`src/rtl/synapse_pkg.sv`:
```
// rtl/synapse_pkg.sv - default parameters and width helpers shared by synapse_array and synapse_channel
package synapse_pkg;

   localparam int C_CH       = 4;
   localparam int C_WIDTH    = 8;
   localparam int C_SHIFT    = 8;
   localparam int C_DECAY    = 4;
   localparam int C_PRESCALE = 16;

   function automatic int trace_width(input int width, input int shift);
      return width + shift;
   endfunction

   // Wide enough that every channel at all-ones cannot overflow the sum.
   function automatic int sum_width(input int width, input int shift, input int ch);
      return width + shift + $clog2(ch);
   endfunction

endpackage

```
`src/rtl/synapse_channel.sv`:
```
// rtl/synapse_channel.sv - one synapse: event synchroniser, edge detect, decaying trace register
// SYNAPSE_ARRAY_ACCUM_EN selects saturating accumulate on events instead of reload.
module synapse_channel
   import synapse_pkg::*;
#(
   parameter int P_WIDTH = C_WIDTH,
   parameter int P_SHIFT = C_SHIFT,
   parameter int P_DECAY = C_DECAY
) (
   input  logic                                      i_clk,
   input  logic                                      i_rst,
   input  logic                                      i_event,
   input  logic [P_WIDTH-1:0]                        i_weight,
   input  logic                                      i_tick,
   output logic                                      o_sync,
   output logic [trace_width(P_WIDTH, P_SHIFT)-1:0]  o_trace
);

   localparam int TW = trace_width(P_WIDTH, P_SHIFT);

   logic          r_meta;
   logic          r_sync;
   logic          r_prev;
   logic          r_pulse;
   logic [1:0]    r_fill;
   logic [TW-1:0] r_trace;

   logic [TW-1:0] w_load;
   logic [TW-1:0] w_step;
   logic [TW-1:0] w_decayed;
   logic [TW-1:0] w_event_val;

   assign w_load    = TW'(i_weight) << P_SHIFT;
   assign w_step    = r_trace >> P_DECAY;
   assign w_decayed = r_trace - ((w_step == '0) ? TW'(1) : w_step);

`ifdef SYNAPSE_ARRAY_ACCUM_EN
   logic [TW:0] w_acc;
   assign w_acc       = {1'b0, r_trace} + {1'b0, w_load};
   assign w_event_val = w_acc[TW] ? '1 : w_acc[TW-1:0];
`else
   assign w_event_val = w_load;
`endif

   // r_prev reads as high until the synchroniser has refilled after reset,
   // so a level already present at reset release never looks like an edge.
   always_ff @(posedge i_clk) begin
      if (i_rst) begin
         r_meta  <= 1'b0;
         r_sync  <= 1'b0;
         r_prev  <= 1'b1;
         r_fill  <= 2'b00;
         r_pulse <= 1'b0;
         r_trace <= '0;
      end else begin
         r_meta  <= i_event;
         r_sync  <= r_meta;
         r_fill  <= {r_fill[0], 1'b1};
         r_prev  <= r_fill[1] ? r_sync : 1'b1;
         r_pulse <= r_sync & ~r_prev;
         if (r_pulse) begin
            r_trace <= w_event_val;
         end else if (i_tick && (r_trace != '0)) begin
            r_trace <= w_decayed;
         end
      end
   end

   assign o_sync  = r_pulse;
   assign o_trace = r_trace;

endmodule

```
`src/rtl/synapse_array.sv`:
```
// rtl/synapse_array.sv - array of decaying synapse traces with shared leak prescaler and registered trace sum
// SYNAPSE_ARRAY_ACCUM_EN (in synapse_channel) selects accumulate-on-event.
module synapse_array
   import synapse_pkg::*;
#(
   parameter int P_CH       = C_CH,
   parameter int P_WIDTH    = C_WIDTH,
   parameter int P_SHIFT    = C_SHIFT,
   parameter int P_DECAY    = C_DECAY,
   parameter int P_PRESCALE = C_PRESCALE
) (
   input  logic                                             i_clk,
   input  logic                                             i_rst,
   input  logic [P_CH-1:0]                                  i_event,
   input  logic [P_CH*P_WIDTH-1:0]                          i_weight,
   input  logic                                             i_leak_en,
   output logic [P_CH-1:0]                                  o_sync,
   output logic [P_CH*trace_width(P_WIDTH, P_SHIFT)-1:0]    o_do,
   output logic [P_CH-1:0]                                  o_active,
   output logic [sum_width(P_WIDTH, P_SHIFT, P_CH)-1:0]     o_sum
);

   localparam int TW = trace_width(P_WIDTH, P_SHIFT);
   localparam int SW = sum_width(P_WIDTH, P_SHIFT, P_CH);
   localparam int PW = (P_PRESCALE > 1) ? $clog2(P_PRESCALE) : 1;

   logic [PW-1:0] r_pre;
   logic [SW-1:0] r_sum;
   logic          w_tick;
   logic [SW-1:0] w_sum;
   logic [TW-1:0] w_trace [P_CH];

   assign w_tick = i_leak_en && (r_pre == PW'(P_PRESCALE - 1));

   always_ff @(posedge i_clk) begin
      if (i_rst) begin
         r_pre <= '0;
      end else if (i_leak_en) begin
         r_pre <= w_tick ? '0 : r_pre + 1'b1;
      end
   end

   for (genvar c = 0; c < P_CH; c++) begin : g_ch
      synapse_channel #(
         .P_WIDTH (P_WIDTH),
         .P_SHIFT (P_SHIFT),
         .P_DECAY (P_DECAY)
      ) u_channel (
         .i_clk    (i_clk),
         .i_rst    (i_rst),
         .i_event  (i_event[c]),
         .i_weight (i_weight[c*P_WIDTH +: P_WIDTH]),
         .i_tick   (w_tick),
         .o_sync   (o_sync[c]),
         .o_trace  (w_trace[c])
      );
      assign o_do[c*TW +: TW] = w_trace[c];
      assign o_active[c]      = |w_trace[c];
   end

   always_comb begin
      w_sum = '0;
      for (int c = 0; c < P_CH; c++) begin
         w_sum = w_sum + SW'(w_trace[c]);
      end
   end

   always_ff @(posedge i_clk) begin
      if (i_rst) begin
         r_sum <= '0;
      end else begin
         r_sum <= w_sum;
      end
   end

   assign o_sum = r_sum;

endmodule

```
`config.mk`:
```
export PLATFORM = sky130hd
export DESIGN_NAME = synapse_array
export DESIGN_NICKNAME = d
export VERILOG_FILES = /design/src/rtl/synapse_pkg.sv /design/src/rtl/synapse_channel.sv /design/src/rtl/synapse_array.sv
export SDC_FILE = /design/constraint.sdc
export NUM_CORES = 1
export LEC_CHECK = 0
export BUFFER_PORTS_ARGS = -buffer_cell sky130_fd_sc_hd__buf_2
export CORE_ASPECT_RATIO = 0.7
export CORE_MARGIN = 2
export CORE_UTILIZATION = 40
export CTS_CLUSTER_DIAMETER = 200
export DETAILED_ROUTE_END_ITERATION = 16
export GPL_TIMING_DRIVEN = 0
export PLACE_DENSITY_LB_ADDON = 0.05
export RECOVER_POWER = 100
export SLEW_MARGIN = 20
export SYNTH_ARGS = -nofsm -noshare
export SYNTH_HDL_FRONTEND = slang
export SYNTH_SLANG_ARGS = --single-unit
```
`constraint.sdc`:
```
create_clock -name i_clk -period 4.8 [get_ports i_clk]
set_input_delay 0.48 -clock i_clk [delete_from_list [all_inputs] [get_ports i_clk]]
set_output_delay 0.48 -clock i_clk [all_outputs]
set_load 0.05 [all_outputs]
```
Word level (Yosys, flattened, before mapping):

Cells that the tools add are included.

* $add $sub $neg: 8
* equality and inequality tests: 1
* mux-type cells: 17
* bitwise logic cells: 12
* reductions and logical operators: 29

Operators with widths (number)
* $mux 16: 8
* $logic_not 16->1: 4
* $reduce_bool 16->1: 4
* $reduce_or 16->1: 4
* $sub 16x16->16: 4
* $mux 12: 4
* $add 17x16->18: 1
* $add 18x16->18: 1
* $add 16x16->17: 1
* $reduce_or 2->1: 8
* $not 1->1: 8
* $reduce_bool 2->1: 4
* $logic_and 1x1->1: 5
* $add 4x1->4 const B: 1
* $and 1x1->1: 4
* $eq 4x4->1 const B: 1
* $mux 1: 4
* $mux 4: 1

* register bits: 110
* output and inout bits: 90
* word-level logic and storage cells: 101

Longest topological paths before layout:

* depth after elaboration: 5
* mapped depth: 14

Cells and area by module:

Synthesis repeated with hierarchy kept, for this count alone.

* cell total of the unflattened synthesis: 1052
* area, all modules: 8645.8 µm²

By module, submodules not included
* synapse_channel (g_ch[2].u_channel ...): times used 2, cells an instance 195, area each 1554.0 µm², sequential area each 440.4 µm²
* synapse_array: times used 1, cells an instance 297, area each 2492.4 µm², sequential area each 440.4 µm²
* synapse_channel (g_ch[0].u_channel): times used 1, cells an instance 184, area each 1546.5 µm², sequential area each 440.4 µm²
* synapse_channel (g_ch[1].u_channel): times used 1, cells an instance 181, area each 1498.9 µm², sequential area each 440.4 µm²

Least setup slack after synthesis:

Ideal clock, no wire load.

* kind: reg-to-reg
* from: register g_ch[0].u_channel.r_trace[1]
* to: register r_sum[17], in the netlist o_sum[17]
* arrival time: 3.876 ns
* slack: 0.807 ns
* stages on the path, launching flop included: 14
* path buffers: 0
* clock period less this slack: 3.993 ns
* cell sequence: dfxtp_1 > inv_1 > fa_1 > inv_1 > fa_1 > ha_1 > fa_1 > a211oi_1 > nor2_1 > o21ai_1 > o21ai_1 > a2111oi_2 > nor2_1 > a41o_1

* word-level cells in the longest chain between the ends: 3

RTL lines
* start, declared: RTL line synapse_channel.sv:26 `logic [TW-1:0] r_trace;`
* start signal, assigned: RTL line synapse_channel.sv:62 `r_trace <= w_event_val;`
* start signal, assigned: RTL line synapse_channel.sv:64 `r_trace <= w_decayed;`
* $add 16x16->17: RTL line synapse_array.sv:64 `w_sum = w_sum + SW'(w_trace[c]);`
* $add 17x16->18: RTL line synapse_array.sv:64
* $add 18x16->18: RTL line synapse_array.sv:64
* end signal, assigned: RTL line synapse_array.sv:72 `r_sum <= w_sum;`
* end, declared: RTL line synapse_array.sv:28 `logic [SW-1:0] r_sum;`

Every way passes these cells.
A chain may end at the register's enable or synchronous reset.

Worst setup path after layout:

Same ends and word-level chain as after synthesis.

==> results.ini <==
[setup_path]
crit_slowest_cell=fa_1
cp_max_fo=6
critical_path.most_common_cell=fa_1
cp.depth=13
crit_type=reg2reg
cp-endpoint=o_sum[17]
rr_worst_depth=13
crit_start=g_ch[0].u_channel.o_trace[1]
worstPathArrival_ps=4580
cp.buffers_inverters=2
crit_path_max_incr_delay_ps=550
crit_path_cell_trace=inv_1 > fa_1 > inv_1 > fa_1 > ha_1 > fa_1 > a211oi_1 > nor2_1 > o21ai_0 > o21ai_0 > a2111oi_2 > nor2_1 > a41o_1
r2r_start=g_ch[0].u_channel.o_trace[1]
reg2reg_to=o_sum[17]
r2r_slack_ps=460
cp.required_ps=5040
cp-end-kind=flip-flop
crit_family=adder cells
startpoint_type=flip-flop

[die]
die_h_um=121
io_pins=129
placementRows=42
initial_core_util_pct=41.1
dieArea_mm2=0.0207
coreArea_mm2=0.0191
die-width_um=171

[finish]
layout.nets=1247
final_cell_mix=143 x inv_1, 110 x clkbuf_1, 104 x dfxtp_1
diodes=0
drive_gt1_share_pct=6.23
multi_input_comb_area_mm2=0.00503
area_growth_pct=13.7
finalNonFillerCells=1371
final_util_pct=46.7
fillCellCount=2004
final_common_cell=inv_1
register_area_mm2=0.00208

[logic_synthesis]
synth_fp_nets=1108
async_flop_share_pct=0
synth_seq_area_share_pct=26.6
synthesis.instances=963
ys_types=63
ys_warn_count=0
synth_top_flop_cell=dfxtp_1
synth_area_per_cell_um2=8.14
yosys_register_bits=104
synth_area_mm2=0.00784
synth_edf_count=0

[detailed_routing]
wl_per_cell_um=17.4
route.detailed.drc=0
drt_pass1_iterations=5
vias_per_cell=5.10
vias=6996
dr.first_iter.drc_count=552
drt-total-wl_um=23800
ant_nets=0

[global_routing]
antenna_found_initial=1
grt_pass1_wl_um=36700
grt_use_total_pct=23.5
grt_pass1_vias=6367
grt_overflow_total=0
grt_max_degree=20

[cts]
numCtsBuffers=9
cts.repair.resized=0
htreeDepth=3
clockRootBuffer=clkbuf_16
clk_path_buf_depth=2
post-cts-setup-buffer-count=0
cts_hold_buf=0
cts_tree=done
path_clk_slew_ps=80
cts_num_sinks=104
clk_latency_ps=360

[timing]
worst_pin_slew_ps=988
fmax_mhz=231
hold_viol=0
fin_crit_ps=4340
maxSlewViolCount=0
setup_tns_ps=0
rsz0062_at_grt=no
setup_viol=0
relSlewSlack_pct=34.1
min_period_over_period_pct=90.3
finalClockSkew_ps=11.0
fin_ws_ps=464

[placement]
gp_congestion=0.919
place_inst=1355
portBuffers=128
place_hpwl_um=19100
place_ws_ps=740

[power_and_ir_drop]
power_density_mw_per_mm2=202
p_leak_nw=3.78
ir_worst_vdd_mv=0.146

[status]
status=complete, no violations

[run]
cap_violations=0

[hold_path]
min_path_type=in2reg

==> kinds of logic after synthesis <==
kind of cell / after synthesis / share of synthesized area, %
xor gates and xnor gates: 57 / 6.37
buffers and inverters: 169 / 8.37
and+or+nand+nor: 282 / 16.8
muxes: 11 / 1.42
AOI/OAI and AO/OA: 234 / 20.1
adders and majority gates: 106 / 20.4
DFF: 104 / 26.6
==> flip-flops by register name, summed over array words and instances, names as in the netlist <==
name                    count
g_ch.u_channel.r_sync       4
g_ch.u_channel.r_prev       4
g_ch.u_channel.o_sync       4
g_ch.u_channel.o_trace     64
g_ch.u_channel.r_meta       4
o_sum                      18
g_ch.u_channel.r_fill       2
r_pre                       4
==> power breakdown <==
| part | switching [mW] | total (mW) | internal [mW] |
|---|---|---|---|
| sequential | 0.00820 | 0.880 | 0.872 |
| clock | 0.374 | 0.738 | 0.364 |
| combinational | 0.117 | 0.184 | 0.0669 |
| total | 0.499 | 1.80 | 1.30 |
==> area by class of cell <==
cell class	instances	area share, %
Clock buffer	9	2.53
Multi-Input combinational cell	690	56.5
Buffer	26	1.28
Sequential cell	104	23.4
Tap cell	264	3.71
Timing Repair Buffer	128	5.91
Clock inverter	7	0.730
Inverter	143	6.02
==> routing by layer <==
layer / wire length [µm] / vias to the layer above / track usage [%]
met5: 0 / - / 0
met4: 229 / 0 / 4.18
met3: 1300 / 14 / 4.04
met2: 9130 / 186 / 31.7
met1: 13100 / 3258 / 38.3
li1: - / 3538 / -
==> worst min-delay path by stage <==
stage,from,to,cells after the start,slack (ps)
3_3_place_gp,g_ch[0].u_channel.r_prev,g_ch[0].u_channel.o_sync,1,380
2_1_floorplan,g_ch[0].u_channel.r_prev,g_ch[0].u_channel.o_sync,1,370
5_1_grt,i_event[3],g_ch[3].u_channel.r_meta,2,360
6_report,i_event[2],g_ch[2].u_channel.r_meta,2,330
3_5_place_dp,g_ch[0].u_channel.r_prev,g_ch[0].u_channel.o_sync,1,380
4_1_cts,i_event[2],g_ch[2].u_channel.r_meta,2,310
==> synth_stat cells, types with 3 or more instances <==
cell / n / area (µm²)
nor2_1: 101 / 379
nand4_1: 4 / 25.0
mux2i_1: 10 / 100
buf_1: 6 / 22.5
a221oi_1: 4 / 35.0
o21bai_1: 6 / 45.0
a31oi_1: 8 / 50.1
or3_1: 8 / 50.1
nand2b_1: 12 / 75.1
xnor2_1: 38 / 333
nand3_1: 7 / 35.0
buf_4: 4 / 30.0
nand2_1: 77 / 289
a311oi_1: 4 / 35.0
nor4_1: 6 / 37.5
o21ai_1: 6 / 30.0
ha_1: 70 / 876
a211o_1: 4 / 35.0
and2_1: 3 / 18.8
dfxtp_1: 104 / 2080
o31a_1: 5 / 43.8
inv_1: 143 / 537
nor3b_1: 4 / 30.0
or4_1: 3 / 22.5
o21a_1: 17 / 128
nor3_1: 20 / 100
fa_1: 36 / 721
or2_2: 7 / 43.8
a211oi_1: 31 / 233
o22ai_1: 5 / 31.3
nor2b_1: 19 / 119
buf_2: 5 / 25.0
clkbuf_1: 11 / 41.3
and3_1: 3 / 18.8
a21oi_1: 67 / 335
and4_1: 3 / 26.3
o211ai_1: 3 / 22.5
o21ai_0: 38 / 190
a21o_1: 15 / 113
xor2_1: 19 / 166
==> metrics by stage <==
step / power [mW] / hold slack, ps / area [µm²]
after floorplan: 1.03 / 372 / 7840
after global placement: 1.09 / 378 / 8810
after detailed placement: 1.09 / 382 / 8810
after CTS: 1.83 / 312 / 9100
after global routing: 1.87 / 356 / 8910
final: 1.80 / 328 / 8910
Power figures use the tool's default switching activity.
